<file path="config.mk">
export PLATFORM = sky130hd
export DESIGN_NAME = generation_scheduler_flat
export DESIGN_NICKNAME = d
export VERILOG_FILES = /design/src/rtl/generation_scheduler_if.sv /design/src/rtl/generation_scheduler.sv /design/src/flat_wrapper.sv
export SDC_FILE = /design/constraint.sdc
export NUM_CORES = 1
export LEC_CHECK = 0
export ABC_CLOCK_PERIOD_IN_PS = 2300
export CAP_MARGIN = 20
export CORE_ASPECT_RATIO = 1.4
export CORE_MARGIN = 5
export CORE_UTILIZATION = 35
export CTS_BUF_LIST = sky130_fd_sc_hd__clkbuf_16
export CTS_CLUSTER_SIZE = 12
export DETAILED_ROUTE_END_ITERATION = 10
export HOLD_SLACK_MARGIN = 0.06
export PLACE_DENSITY = 0.64
export SLEW_MARGIN = 20
export SYNTH_ARGS = -nofsm -noshare
export SYNTH_HDL_FRONTEND = slang
export SYNTH_SLANG_ARGS = --single-unit
</file>
<file path="constraint.sdc">
create_clock -name clock -period 2.3 [get_ports clock]
set_input_delay 0.23 -clock clock [delete_from_list [all_inputs] [get_ports clock]]
set_output_delay 0.23 -clock clock [all_outputs]
set_load 0.05 [all_outputs]
</file>
<file path="src/rtl/generation_scheduler_if.sv">
// -----------------------------------------------------------------------------
// generation_scheduler_if
// Start/done handshake between the generation scheduler and the life-game
// update engine.
//   engine_start : one-cycle strobe launching a job    (scheduler -> engine)
//   engine_mode  : 0 = next generation, 1 = clear write bank (scheduler -> engine)
//   engine_done  : one-cycle strobe, job finished      (engine -> scheduler)
// -----------------------------------------------------------------------------
interface generation_scheduler_if;
  logic engine_start;
  logic engine_mode;
  logic engine_done;

  modport master (
    output engine_start,
    output engine_mode,
    input  engine_done
  );

  modport slave (
    input  engine_start,
    input  engine_mode,
    output engine_done
  );
endinterface

</file>
<file path="src/rtl/generation_scheduler.sv">
// -----------------------------------------------------------------------------
// generation_scheduler
// Decides when the Game-of-Life engine computes a new generation (free-run on
// tick, single step, or clear), launches engine jobs over the start/done
// handshake and swaps the display bank only during vertical blanking.
// Ports:
//   clock, reset_n    : system clock, asynchronous active-low reset
//   run               : level, 1 = free-run on tick
//   step, clear       : debounced buttons, rising edge is a request
//   tick              : one-cycle generation-period strobe
//   v_blank           : VGA vertical blanking level
//   eng (master)      : engine_start / engine_mode / engine_done handshake
//   display_bank      : bank shown by VGA; engine writes ~display_bank
//   busy              : high whenever not IDLE
//   generation        : generations since last clear/reset
//   overrun           : sticky, a compute request was dropped
// -----------------------------------------------------------------------------
module generation_scheduler #(
  parameter int GEN_COUNT_WIDTH = 16
) (
  input  logic                       clock,
  input  logic                       reset_n,
  input  logic                       run,
  input  logic                       step,
  input  logic                       clear,
  input  logic                       tick,
  input  logic                       v_blank,
  generation_scheduler_if.master     eng,
  output logic                       display_bank,
  output logic                       busy,
  output logic [GEN_COUNT_WIDTH-1:0] generation,
  output logic                       overrun
);

  localparam logic [GEN_COUNT_WIDTH-1:0] GEN_ZERO = {GEN_COUNT_WIDTH{1'b0}};
  localparam logic [GEN_COUNT_WIDTH-1:0] GEN_ONE  = {{(GEN_COUNT_WIDTH-1){1'b0}}, 1'b1};

  typedef enum logic [1:0] {
    ST_IDLE      = 2'd0,
    ST_COMPUTE   = 2'd1,
    ST_CLEARING  = 2'd2,
    ST_WAIT_SWAP = 2'd3
  } state_t;

  state_t                     r_state;
  state_t                     w_state_n;
  logic                       r_step_prev;
  logic                       r_clear_prev;
  logic                       r_clear_pend;
  logic                       r_comp_pend;
  logic                       r_engine_start;
  logic                       r_engine_mode;
  logic                       r_display_bank;
  logic                       r_busy;
  logic                       r_overrun;
  logic [GEN_COUNT_WIDTH-1:0] r_generation;

  logic                       w_step_rise;
  logic                       w_clear_req;
  logic                       w_compute_req;
  logic                       w_swap;
  logic                       w_active;
  logic                       w_clear_q;
  logic                       w_comp_q;
  logic                       w_ovr_set;
  logic                       w_launch;
  logic                       w_start_n;
  logic                       w_mode_n;
  logic                       w_busy_n;
  logic                       w_bank_n;
  logic                       w_overrun_n;
  logic                       w_clear_pend_n;
  logic                       w_comp_pend_n;
  logic [GEN_COUNT_WIDTH-1:0] w_gen_n;

  // Request decode: step edges only count while not free-running.
  assign w_step_rise   = step & ~r_step_prev;
  assign w_clear_req   = clear & ~r_clear_prev;
  assign w_compute_req = (run & tick) | (~run & w_step_rise);
  assign w_swap        = (r_state == ST_WAIT_SWAP) & v_blank;
  assign w_active      = (r_state != ST_IDLE);

  // Pending queue including this cycle's requests. In IDLE a clear launches
  // directly, so only a simultaneous compute is left queued behind it.
  // A clear request discards any queued compute.
  assign w_clear_q = w_active & (r_clear_pend | w_clear_req);
  assign w_comp_q  = w_active ? (~w_clear_req & (r_comp_pend | (w_compute_req & ~r_clear_pend)))
                              : (w_clear_req & w_compute_req);
  assign w_ovr_set = w_active & w_compute_req & (r_clear_pend | r_comp_pend);

  // Next-state logic.
  always_comb begin
    w_state_n = r_state;
    case (r_state)
      ST_IDLE: begin
        if (w_clear_req) begin
          w_state_n = ST_CLEARING;
        end else if (w_compute_req) begin
          w_state_n = ST_COMPUTE;
        end else begin
          w_state_n = ST_IDLE;
        end
      end
      ST_COMPUTE, ST_CLEARING: begin
        if (eng.engine_done) begin
          w_state_n = ST_WAIT_SWAP;
        end else begin
          w_state_n = r_state;
        end
      end
      ST_WAIT_SWAP: begin
        if (!v_blank) begin
          w_state_n = ST_WAIT_SWAP;
        end else if (w_clear_q) begin
          w_state_n = ST_CLEARING;
        end else if (w_comp_q) begin
          w_state_n = ST_COMPUTE;
        end else begin
          w_state_n = ST_IDLE;
        end
      end
      default: w_state_n = ST_IDLE;
    endcase
  end

  // Next values of the registered outputs and pending flags.
  always_comb begin
    // A job launches only when entering a job state from IDLE or WAIT_SWAP,
    // which keeps engine_start from ever lasting two cycles.
    w_launch    = ((w_state_n == ST_COMPUTE) || (w_state_n == ST_CLEARING)) &&
                  ((r_state == ST_IDLE) || (r_state == ST_WAIT_SWAP));
    w_start_n   = w_launch;
    w_mode_n    = w_launch ? (w_state_n == ST_CLEARING) : r_engine_mode;
    w_busy_n    = (w_state_n != ST_IDLE);
    w_bank_n    = w_swap ? ~r_display_bank : r_display_bank;
    w_gen_n     = r_generation;
    w_overrun_n = r_overrun;
    if (w_swap) begin
      // r_engine_mode still describes the job that just finished.
      w_gen_n = r_engine_mode ? GEN_ZERO : (r_generation + GEN_ONE);
    end else begin
      w_gen_n = r_generation;
    end
    if (w_ovr_set) begin
      w_overrun_n = 1'b1;
    end else if (w_swap && r_engine_mode) begin
      w_overrun_n = 1'b0;
    end else begin
      w_overrun_n = r_overrun;
    end
    w_clear_pend_n = w_clear_q & ~(w_launch & (w_state_n == ST_CLEARING));
    w_comp_pend_n  = w_comp_q  & ~(w_launch & (w_state_n == ST_COMPUTE));
  end

  // State and output registers; button history resets high so a held
  // button does not fire on reset release.
  always_ff @(posedge clock or negedge reset_n) begin
    if (!reset_n) begin
      r_state        <= ST_IDLE;
      r_step_prev    <= 1'b1;
      r_clear_prev   <= 1'b1;
      r_clear_pend   <= 1'b0;
      r_comp_pend    <= 1'b0;
      r_engine_start <= 1'b0;
      r_engine_mode  <= 1'b0;
      r_display_bank <= 1'b0;
      r_busy         <= 1'b0;
      r_overrun      <= 1'b0;
      r_generation   <= GEN_ZERO;
    end else begin
      r_state        <= w_state_n;
      r_step_prev    <= step;
      r_clear_prev   <= clear;
      r_clear_pend   <= w_clear_pend_n;
      r_comp_pend    <= w_comp_pend_n;
      r_engine_start <= w_start_n;
      r_engine_mode  <= w_mode_n;
      r_display_bank <= w_bank_n;
      r_busy         <= w_busy_n;
      r_overrun      <= w_overrun_n;
      r_generation   <= w_gen_n;
    end
  end

  assign eng.engine_start = r_engine_start;
  assign eng.engine_mode  = r_engine_mode;
  assign display_bank     = r_display_bank;
  assign busy             = r_busy;
  assign generation       = r_generation;
  assign overrun          = r_overrun;

endmodule
</file>
<file path="src/flat_wrapper.sv">
// flat-port wrapper written by rule: the top's interface ports become plain ports
module generation_scheduler_flat 
#(
  parameter int GEN_COUNT_WIDTH = 16
)
  (clock, reset_n, run, step, clear, tick, v_blank, display_bank, busy, generation, overrun, eng_engine_start, eng_engine_mode, eng_engine_done);
  generation_scheduler_if eng_i ();
  input  logic clock;
  input  logic reset_n;
  input  logic run;
  input  logic step;
  input  logic clear;
  input  logic tick;
  input  logic v_blank;
  output logic display_bank;
  output logic busy;
  output logic [GEN_COUNT_WIDTH-1:0] generation;
  output logic overrun;
  output wire logic [$bits(eng_i.engine_start)-1:0] eng_engine_start;
  output wire logic [$bits(eng_i.engine_mode)-1:0] eng_engine_mode;
  input wire logic [$bits(eng_i.engine_done)-1:0] eng_engine_done;
  assign eng_engine_start = eng_i.engine_start;
  assign eng_engine_mode = eng_i.engine_mode;
  assign eng_i.engine_done = eng_engine_done;
  generation_scheduler #(.GEN_COUNT_WIDTH(GEN_COUNT_WIDTH)) u_core (.clock(clock), .reset_n(reset_n), .run(run), .step(step), .clear(clear), .tick(tick), .v_blank(v_blank), .eng(eng_i), .display_bank(display_bank), .busy(busy), .generation(generation), .overrun(overrun));
endmodule
</file>
Word level (Yosys, flattened, before mapping)
Cells that the tools add are included.
- add/subtract/negate cells: 1
- reductions and logical operators: 9
- $lt $le $gt $ge: 0
- multipliers: 0
- bitwise logic cells: 27
- equal/unequal tests: 5
- shifts and indexed selects: 0
- div/mod/pow operators: 0
- mux-type cells: 11
- operators by type and width (operator ; number):
    $add 16x1->16 const B ; 1
    $mux 16 ; 1
    $and 1x1->1 ; 15
    $mux 2 ; 4
    $not 1->1 ; 8
    $eq 2x2->1 const B ; 3
    $pmux 2 s3 ; 1
    $reduce_bool 2->1 ; 3
    $mux 1 ; 5
    $eq 2x1->1 const B ; 2
    $or 1x1->1 ; 4
    $logic_and 1x1->1 ; 2
    $logic_not 2->1 ; 1
    $logic_or 1x1->1 ; 2
    $reduce_or 2->1 ; 1
- bits in latches: 0
- word-level logic and storage cells: 64
- memory bits (read-only): 0
- input port bits: 8
- bits in registers: 27
- RAM bits: 0
- memories kept: 0

Depth between registers and ports, before layout
Gate-level depths: netlist (run 1).
- word-level depth: 18
- mapped depth: 9
- depth with buffers taken out: 8

Worst setup path after synthesis (run 1)
OpenSTA, ideal clock, no wires.
- path kind: register to register
- start point: register u_core.r_state[0]
- end point: register u_core.r_engine_mode (netlist: u_core.eng.engine_mode)
- arrival: 2.165 ns
- buffers on the path: 1
- slack: 0.011 ns
- library setup time: 0.125 ns
- stages on the path, launching flop included: 10
- cell sequence: dfrtp_1 inv_1 ha_1 clkbuf_1 nand2b_1 a311o_1 o221a_2 ha_1 nor2b_1 mux2_2
- cells in the longest elaborated chain, start to end: 9
- RTL lines (element ; line ; RTL):
    start, declared ; generation_scheduler.sv:45 ; state_t r_state;
    start signal, assigned ; generation_scheduler.sv:171 ; r_state <= w_state_n;
    $reduce_bool 2->1 ; generation_scheduler.sv:81 ; assign w_active = (r_state != ST_IDLE);
    $mux 1 ; generation_scheduler.sv:87 ; assign w_comp_q = w_active ? (~w_clear_req & (r_comp_pend | (w_compute_req & ~r_clear_pend)))
    $mux 1 ; generation_scheduler.sv:116 ; end else if (w_comp_q) begin
    $mux 2 ; generation_scheduler.sv:114 ; end else if (w_clear_q) begin
    $mux 2 ; generation_scheduler.sv:112 ; if (!v_blank) begin
    $pmux 2 s3 ; generation_scheduler.sv:94 ; case (r_state)
    $eq 2x1->1 / $eq 2x2->1 (equally long branches) ; generation_scheduler.sv:130 ; w_launch = ((w_state_n == ST_COMPUTE) || (w_state_n == ST_CLEARING)) &&
    $logic_or 1x1->1 ; generation_scheduler.sv:130 ;
    $logic_and 1x1->1 (*) ; generation_scheduler.sv:130 ;
    via u_core.w_launch ; generation_scheduler.sv:66 ; logic w_launch;
    end signal, assigned ; generation_scheduler.sv:177 ; r_engine_mode <= w_mode_n;
    end, declared ; generation_scheduler.sv:52 ; logic r_engine_mode;
Mark *: on every way through the listed nets, which the timed path passes. The rest lies on a longest branch.
A chain may end at the register's enable or synchronous reset.

Worst setup path in the final report (run 1)
Same ends and word-level chain as after synthesis.

==> results of run 1 <==
[routing by layer]
metal	vias to the layer above	share of wire (%)	routed length, um
met5	-	0	0
met4	0	1.6	49
met3	6	4.3	129
met2	26	56	1668
met1	581	38	1151
li1	570	-	-
[power by group]
part	internal [mW]	leakage, nW	total, mW	switching (mW)
clock network	0.232	0.0423	0.381	0.149
logic	0.468	0.479	1.10	0.633
registers	0.590	0.326	0.726	0.136
[path summary, 6_finish.rpt]
path                       slack [ns]                                 end  cells past startpoint
setup / recovery                 0.15  u_core.eng.engine_mode$_DFFE_PN0N_                      8
hold / removal                   0.34   u_core.generation[13]$_DFFE_PN0P_                      2
setup reg to reg                 0.15  u_core.eng.engine_mode$_DFFE_PN0N_                      8
hold reg to reg                  0.47     u_core.display_bank$_DFFE_PN0P_                      1
max in group asynchronous        1.66        u_core.r_step_prev$_DFF_PN1_                      2
min in group clock               0.39        u_core.r_step_prev$_DFF_PN1_                      1
[Yosys cell counts (3+ instances only)]
master	count	area, um^2
dfrtp_1	25	625.6
o21ai_0	11	55.05
a21oi_1	9	45.04
nor2_1	9	33.78
nand2_1	8	30.03
inv_1	7	26.28
ha_1	6	75.07
or3_1	5	31.28
nand3_1	4	20.02
nand4_1	4	25.02
xor2_1	4	35.03
and3_1	3	18.77
buf_6	3	33.78
clkbuf_1	3	11.26
nand2b_1	3	18.77
nor3_1	3	15.01
o21a_1	3	22.52
[stage by stage]
stage           TNS, ns  cell area [um^2]  instances  setup slack [ns]  util [%]
2_1_floorplan         0              1421        139           0.01069         -
5_1_grt               0              1862        217          0.008394     47.51
3_5_place_dp    -0.1935              1780        213           -0.1308     45.43
3_3_place_gp   -0.08248              1780        213          -0.06538     45.43
6_report              0              1862        217            0.1501     47.51
4_1_cts               0              1859        217            0.1311     47.45
[cells in the final DEF (no fill, tap or decap), drive strengths merged, types with 3 or more instances in the layout]
cell type,n
inv,8
clkdlybuf4s50,28
xor2,4
o21a,3
buf,10
nand3,4
nand2b,3
nor2,9
o21ai,11
or3,5
ha,6
nor3,3
clkbuf,3
and4,3
nand2,8
nand4,6
and3,4
dfrtp,25
a21oi,9
[what timing repair did]
| item | 4_1_cts | 5_1_grt |
|---|---|---|
| setup endpoints to repair | 0 | 1 |
| hold endpoints to repair | 0 | 0 |
| resized for setup | 0 | 1 |
[registers in the layout (all words and copies together) (netlist names)]
name and cells:
u_core.r_clear_prev 1, u_core.generation 16, u_core.r_comp_pend 1, u_core.r_clear_pend 1, u_core.overrun 1, u_core.eng.engine_start 1
u_core.busy 1, u_core.r_step_prev 1, u_core.r_state 2, u_core.eng.engine_mode 1, u_core.display_bank 1
[cell type report]
type	count	share of cell area, %
flip-flops and latches	27	36.42
multi-input cells	98	35.95
well taps	43	2.890
clock buffers	3	4.032
repair buffers	38	19.09
clock inverters	1	0.2016
inverters	7	1.411
[kinds of logic after synthesis]
family | count (synthesis)
AO/OA/AOI/OAI | 34
XOR/XNOR | 6
adder cells (fa/ha/maj) | 6
buffers and inverters | 14
flip-flops | 27
multiplexers | 3
AND/OR/NAND/NOR | 49
[critical path: stages, from the launching register on]
cell and delay (ns):
dfrtp_1 0.38, inv_1 0.05, ha_1 0.19, nand2b_1 0.14, a311o_1 0.34, o221a_2 0.15
ha_1 0.27, nor2b_1 0.16, mux2_2 0.35
==> reports/metrics.yaml, run 1 <==
worst_setup_path:
  worstPathRequired_ns: 2.44
  crit_fanout: 3
  cp-end-kind: "flip-flop"
  crit_path_start_kind: "flip-flop"
  r2r-start: "u_core.r_state[0]$_DFF_PN0_"
  worstPathArrival_ns: 2.29
  critPathKind: "reg -> reg"
  startpoint: "u_core.r_state[0]$_DFF_PN0_"
timing:
  finalClockSkew_ns: 0.003992
  final-max-slew-violation-count: 0
  period_share_pct: 93.47
  layout_min_cycle_time_ns: 2.150
  finalSetupViolations: 0
  hold_slack_ns: 0.3415
  relSlewSlack_pct: 66.65
  hold_viol_final: 0
  fmax_ghz: 0.4651
  worst_pin_slew_ns: 0.4986
  rsz0062_at_grt: "false"
cts:
  clk_pin_slew_worst_paths_ns: 0.06
  hold_buffers: 0
  ctsRootBufferMaster: "clkbuf_16"
  cts_made_buffers: 3
  clk_path_buf_depth: 2
  cts_htree_levels: 1
  post_cts_buffers: 0
  cts_tree: "built"
  numClockSinks: 27
  insertion_delay_ns: 0.26
die:
  fp-row-count: 27
  die_x_um: 63.86
  initial_core_util_pct: 36.27
  ios: 29
  coreArea_mm2: 0.003919
  die_area_mm2: 0.005454
  dieHeight_um: 85.40
drt:
  num_vias: 1183
  drtAntennaViolNets: 0
  firstDrtPassIters: 4
  vias_per_cell: 5.452
  drt-total-wl_mm: 2.999
  route.detailed.drc: 0
  wl_per_cell_um: 13.82
  first_iter_violations: 47
finish:
  syn_to_final_growth_pct: 30.99
  ff_latch_area_um2: 678.2
  layout.nets: 189
  multi_input_area_um2: 669.4
  fillCellCount: 368
  final_layout_size_suffix_gt1_share_pct: 13.79
  antenna-diode-count: 0
yosys:
  syn_area_per_cell_um2: 10.23
  synth_edf_count: 0
  yosys.area_share.simple_pct: 20.33
  synth_cell_types: 40
  synth.net_count: 153
  postSynthCellCount: 139
  synth_top_family_by_area: "simple AND/OR/NAND/NOR gates"
  yosysWarnings: 0
  async_reset_ff_share_pct: 100.0
  synth_compound_area_share_pct: 15.40
  synth_ff_type: "dfrtp_1"
  syn_area_mm2: 0.001421
  muxShareOfSynthArea_pct: 2.201
  yosys.area_share.xor_xnor_pct: 3.697
  ys_ff_latch: 27
  yosysSeqAreaShare_pct: 47.71
  synthAdderAreaFrac_pct: 5.282
grt:
  top_usage_layer: "met2"
  grt_use_met1_pct: 12.48
  grt_util_met3_pct: 2.119
  grt.met2_usage_pct: 22.96
  grt_max_degree: 28
  grt_overflow: 0
  antenna_found_initial: 0
  grt_pass1_wl_mm: 5.319
  grtUsageTotal_pct: 11.89
  grt_pass1_vias: 1246
place:
  port_buffers: 28
  gp_congestion: 0.8013
  place_hpwl_mm: 2.363
min_path:
  hold_path.class: "in -> async"
run:
  cap_violations: 0
pwr:
  irDropWorstVdd_mv: 0.5983
  leakage_nw: 0.8476
  power.density_mw_per_mm2: 1186
  p_total_mw: 2.208
outcome:
  status: "complete, no violations"
(Power assumes the default switching activity.)
==> inputs of run 2 (changes only) <==
- CORE_UTILIZATION: 35 -> 45
- PLACE_DENSITY: 0.64 -> 0.78
==> reports/metrics.yaml, run 2 (synthesis results as in run 1) <==
outcome:
  status: "complete, no violations"
drt:
  route.detailed.drc: 0  # unchanged
  num_vias: 1171  # -1.0%
  first_iter_violations: 17  # -64%
  drtAntennaViolNets: 0  # unchanged
  vias_per_cell: 5.550  # +1.8%
  wl_per_cell_um: 14.40  # +4.2%
  firstDrtPassIters: 4  # unchanged
  drt-total-wl_mm: 3.038  # +1.3%
cts:
  insertion_delay_ns: 0.25  # about the same
  clk_pin_slew_worst_paths_ns: 0.06  # about the same
  cts_tree: "built"
  clk_path_buf_depth: 2  # unchanged
  post_cts_buffers: 0  # unchanged
  ctsRootBufferMaster: "clkbuf_16"
  cts_made_buffers: 3  # unchanged
  postCtsResizedCells: 0  # unchanged
  cts_htree_levels: 1  # unchanged
  hold_buffers: 0  # unchanged
  numClockSinks: 27  # unchanged
finish:
  mostFrequentLayoutCell: "clkdlybuf4s50_1"
  mostFrequentLayoutCells: "clkdlybuf4s50_1, dfrtp_1, o21ai_0"
  ff_latch_area_um2: 678.2  # unchanged
  layout.nets: 187  # -1.1%
  syn_to_final_growth_pct: 29.40
  antenna-diode-count: 0  # unchanged
  final_layout_size_suffix_gt1_share_pct: 12.21  # -1.6 points
  largest_reg_flops: 16  # unchanged
  multi_input_area_um2: 666.9  # -0.37%
  fillCellCount: 263  # -29%
  final_cells: 211  # -2.8%
timing:
  rsz0062_at_grt: "false"
  worst_pin_slew_ns: 0.5007  # +0.002100 ns
  relSlewSlack_pct: 66.51  # -0.14 points
  final-max-slew-violation-count: 0  # unchanged
  layout_min_cycle_time_ns: 2.183  # +0.03293 ns
  finalSetupViolations: 0  # unchanged
  hold_slack_ns: 0.3455  # +0.003960 ns
  hold_viol_final: 0  # unchanged
  finalClockSkew_ns: 0.002383  # -0.001609 ns
  period_share_pct: 94.91  # +1.4 points
  fmax_ghz: 0.4581  # -1.5%
worst_setup_path:
  cp-end-kind: "flip-flop"
  critPathKind: "in -> reg"
  crit_path_start_kind: "input port"
  crit_fanout: 6  # +3
  worstPathRequired_ns: 2.44  # about the same
  worstPathArrival_ns: 2.32  # +0.03 ns
place:
  place_hpwl_mm: 2.316  # -2.0%
  port_buffers: 28  # unchanged
  gp_congestion: 0.8752  # +9.2%
  dp.cells: 207  # -2.8%
die:
  fp-row-count: 24  # -11%
  die_x_um: 57.50  # -10%
  coreArea_mm2: 0.003093  # -21%
  ios: 29  # unchanged
  initial_core_util_pct: 45.95  # +9.7 points
  die_area_mm2: 0.004398  # -19%
  dieHeight_um: 76.50  # -10%
grt:
  grt_max_degree: 28  # unchanged
  grtUsageTotal_pct: 14.73  # +2.8 points
  grt_overflow: 0  # unchanged
  grt_pass1_wl_mm: 5.264  # -1.0%
  antenna_found_initial: 0  # unchanged
  grt_pass1_vias: 1219  # -2.2%
pwr:
  leakage_nw: 0.8362  # -1.4%
  power.density_mw_per_mm2: 1198  # +1.0%
  irDropWorstVdd_mv: 1.009  # +69%
run:
  cap_violations: 0  # unchanged
min_path:
  hold_path.class: "in -> async"
run 2: changes by cell type in the layout (fill, tap and decap cells not counted):
cell     change
buf_4        -2
nor2b_1      +1
nor2b_2      -1
run 2: worst paths after layout:
check / end / from / cells past startpoint / slack [ns]
max in group asynchronous: u_core.r_clear_prev$_DFF_PN1_ / reset_n / 2 / 1.66
setup / recovery: u_core.eng.engine_mode$_DFFE_PN0N_ / clear / 8 / 0.12
setup reg to reg: u_core.eng.engine_mode$_DFFE_PN0N_ / u_core.r_state[0]$_DFF_PN0_ / 8 / 0.13
min in group clock: u_core.r_step_prev$_DFF_PN1_ / step / 1 / 0.40
hold / removal: u_core.generation[12]$_DFFE_PN0P_ / reset_n / 2 / 0.35
hold reg to reg: u_core.display_bank$_DFFE_PN0P_ / u_core.display_bank$_DFFE_PN0P_ / 1 / 0.47
run 2: worst max-delay path, stage by stage:
cell             delay [ns]
clkdlybuf4s50_1        0.47
nor2b_1                0.35
nor2_1                 0.10
a21oi_1                0.21
o21ai_0                0.16
ha_1                   0.29
nor2b_1                0.16
mux2_2                 0.35
run 2: stage by stage:
step	setup WS, ns	area [um^2]	util (%)	setup TNS (ns)	total power, mW
after floorplan	0.01069	1421	-	0	1.472
after global placement	-0.05546	1760	56.92	-0.07811	1.812
after CTS	0.1157	1839	59.47	0	2.223
after detailed placement	-0.1189	1760	56.92	-0.2033	1.840
after global routing	0.005570	1839	59.47	0	2.352
final	0.1172	1839	59.47	0	2.204
run 2: where the power goes:
group          switching [mW]  internal (mW)
logic                   0.638          0.462
registers               0.138          0.590
clock network           0.144          0.232
run 2: layout make-up:
cell class	instances	area share (%)
sequential	27	36.87
multi-input combinational	98	36.26
timing repair buffer	36	18.50
clock buffer	3	4.082
tap	39	2.653
inverter	7	1.429
clock inverter	1	0.2041
run 2: routing by layer:
layer,track usage [%],share of wire [%],vias up
met3,2.034,4.1,8
met4,6.961,2.6,0
li1,-,-,562
met2,26.02,54,29
met1,16.86,40,572
met5,0,0,-
==> inputs of run 3 (changes only) <==
- PLACE_DENSITY: 0.78 -> 0.74
==> reports/metrics.yaml, run 3 (synthesis results as in run 1) <==
timing:
  relSlewSlack_pct: 66.34  # -0.17 points
  hold_viol_final: 0  # unchanged
  layout_min_cycle_time_ns: 2.181  # -0.001428 ns
  final-max-slew-violation-count: 0  # unchanged
  finalSetupViolations: 0  # unchanged
  period_share_pct: 94.84  # about the same
  rsz0062_at_grt: "false"
  fin_tns_setup_ns: 0  # unchanged
  finalClockSkew_ns: 0.003977  # +0.001594 ns
  worst_pin_slew_ns: 0.5034  # +0.002602 ns
  fmax_ghz: 0.4584  # about the same
place:
  place_hpwl_mm: 2.289  # -1.2%
  placed_area_mm2: 0.001760  # unchanged
  port_buffers: 28  # unchanged
  gp_congestion: 0.8545  # -2.4%
  dp.cells: 207  # unchanged
grt:
  grt_pass1_vias: 1211  # -0.66%
  grtUsageTotal_pct: 14.39  # -0.33 points
  grt_pass1_wl_mm: 5.230  # -0.65%
  antenna_found_initial: 0  # unchanged
  top_usage_layer: "met2"
  grt_util_met3_pct: 2.542  # +0.51 points
  grt_max_degree: 28  # unchanged
  grt.met2_usage_pct: 27.49  # +1.5 points
  grt_overflow: 0  # unchanged
  grt_use_met1_pct: 15.28  # -1.6 points
pwr:
  leakage_nw: 0.8380  # +0.22%
  irDropWorstVdd_mv: 1.032  # +2.3%
  p_total_mw: 2.217  # +0.60%
  power.density_mw_per_mm2: 1202  # +0.32%
finish:
  final_layout_size_suffix_gt1_share_pct: 12.79  # +0.58 points
  largest_reg_flops: 16  # unchanged
  final_cells: 211  # unchanged
  antenna-diode-count: 0  # unchanged
  mostFrequentLayoutCells: "clkdlybuf4s50_1, dfrtp_1, o21ai_0"
  syn_to_final_growth_pct: 29.75
  fillCellCount: 281  # +6.8%
  post-route-util_pct: 59.63  # +0.16 points
  fin_area_mm2: 0.001844  # +0.27%
  mostFrequentLayoutCell: "clkdlybuf4s50_1"
  layout.nets: 187  # unchanged
drt:
  num_vias: 1157  # -1.2%
  route.detailed.drc: 0  # unchanged
  first_iter_violations: 17  # unchanged
  firstDrtPassIters: 4  # unchanged
  vias_per_cell: 5.483  # -1.2%
  wl_per_cell_um: 14.30  # -0.66%
  drt-total-wl_mm: 3.018  # -0.66%
  drtAntennaViolNets: 0  # unchanged
die:
  initial_core_util_pct: 45.95  # unchanged
  die_area_mm2: 0.004398  # unchanged
  fp-row-count: 24  # unchanged
  dieHeight_um: 76.50  # unchanged
  ios: 29  # unchanged
  die_x_um: 57.50  # unchanged
  coreArea_mm2: 0.003093  # unchanged
worst_setup_path:
  r2r-end: "u_core.r_clear_pend$_DFF_PN0_"
  crit_fanout: 3  # -3
  worstPathRequired_ns: 2.46  # +0.02 ns
  crit_path_start_kind: "flip-flop"
  startpoint: "u_core.r_state[0]$_DFF_PN0_"
  critPathKind: "reg -> reg"
  ff2ff_path_depth: 9  # +1
  r2r-start: "u_core.r_state[0]$_DFF_PN0_"
  critPathSlowestCell: "dfrtp_1"
  reg2reg_slack_ns: 0.12  # about the same
  worstPathArrival_ns: 2.34  # +0.02 ns
  crit_chain: "inv_1, ha_1, nand2b_1, a311o_1, o221a_2, ha_1, nor2b_1, buf_4, a211oi_1"
  cpPeakStageDelay_ns: 0.37  # -0.10 ns
  crit_top_cell: "ha_1"
  cp-end-kind: "flip-flop"
cts:
  cts_made_buffers: 3  # unchanged
  clk_pin_slew_worst_paths_ns: 0.06  # about the same
  hold_buffers: 0  # unchanged
  postCtsResizedCells: 0  # unchanged
  cts_htree_levels: 1  # unchanged
  insertion_delay_ns: 0.25  # about the same
  clk_path_buf_depth: 2  # unchanged
  cts_tree: "built"
  ctsRootBufferMaster: "clkbuf_16"
  numClockSinks: 27  # unchanged
  post_cts_buffers: 0  # unchanged
min_path:
  hold_path.class: "in -> async"
run:
  cap_violations: 0  # unchanged
outcome:
  status: "complete, no violations"
==> run 3: cell types whose count changed in the layout (fill, tap and decap cells not counted) <==
cell	before	now
nor3b_1	1	0
nor3b_2	0	1
==> run 3: worst max path at each step <==
| stage | endpoint | cells after the start | slack, ns |
|---|---|---|---|
| finish | u_core.r_clear_pend$_DFF_PN0_ | 9 | 0.12 |
| floorplan | u_core.eng.engine_mode$_DFFE_PN0N_ | 9 | 0.01 |
| CTS | u_core.eng.engine_mode$_DFFE_PN0N_ | 8 | 0.12 |
| detailed placement | u_core.eng.engine_mode$_DFFE_PN0N_ | 8 | -0.14 |
| global placement | u_core.eng.engine_mode$_DFFE_PN0N_ | 8 | -0.06 |
| global route | u_core.r_clear_pend$_DFF_PN0_ | 9 | 0.004 |
==> run 3: worst max-delay path, delay by kind of cell (launching register included) <==
family / cells / cell delay [ns]
and+or+nand+nor: 2 / 0.30
adders and majority gates: 2 / 0.47
AOI/OAI and AO/OA: 3 / 0.73
DFF: 1 / 0.37
buffers and inverters: 2 / 0.20
==> run 3: power by group <==
| part | total, mW | internal, mW | switching, mW |
|---|---|---|---|
| Clock | 0.378 | 0.232 | 0.146 |
| Combinational | 1.12 | 0.466 | 0.653 |
| Sequential | 0.720 | 0.590 | 0.130 |
==> run 3: cell type report <==
class	instances	area (um^2)	area share, %
clock buffers	3	75.07	4.071
clock inverters	1	3.754	0.2035
inverters	7	26.28	1.425
multi-input cells	98	671.9	36.43
flip-flops and latches	27	678.2	36.77
well taps	39	48.80	2.646
repair buffers	36	340.3	18.45
==> run 3: per-layer routing <==
metal  up-vias  routed length [um]  share of wire (%)
li1        568                   -                  -
met1       559                1182                 39
met2        28                1685                 56
met3         2                 129                4.3
met4         0                  21               0.70
met5         -                   0                  0
==> run 3: metrics by stage <==
step / hold WS [ns] / worst slack [ns]
6_report: 0.3411 / 0.1186
5_1_grt: 0.3858 / 0.004387
4_1_cts: 0.3521 / 0.1204
3_5_place_dp: 0.4626 / -0.1442
3_3_place_gp: 0.4626 / -0.06386
2_1_floorplan: -0.06559 / 0.01069
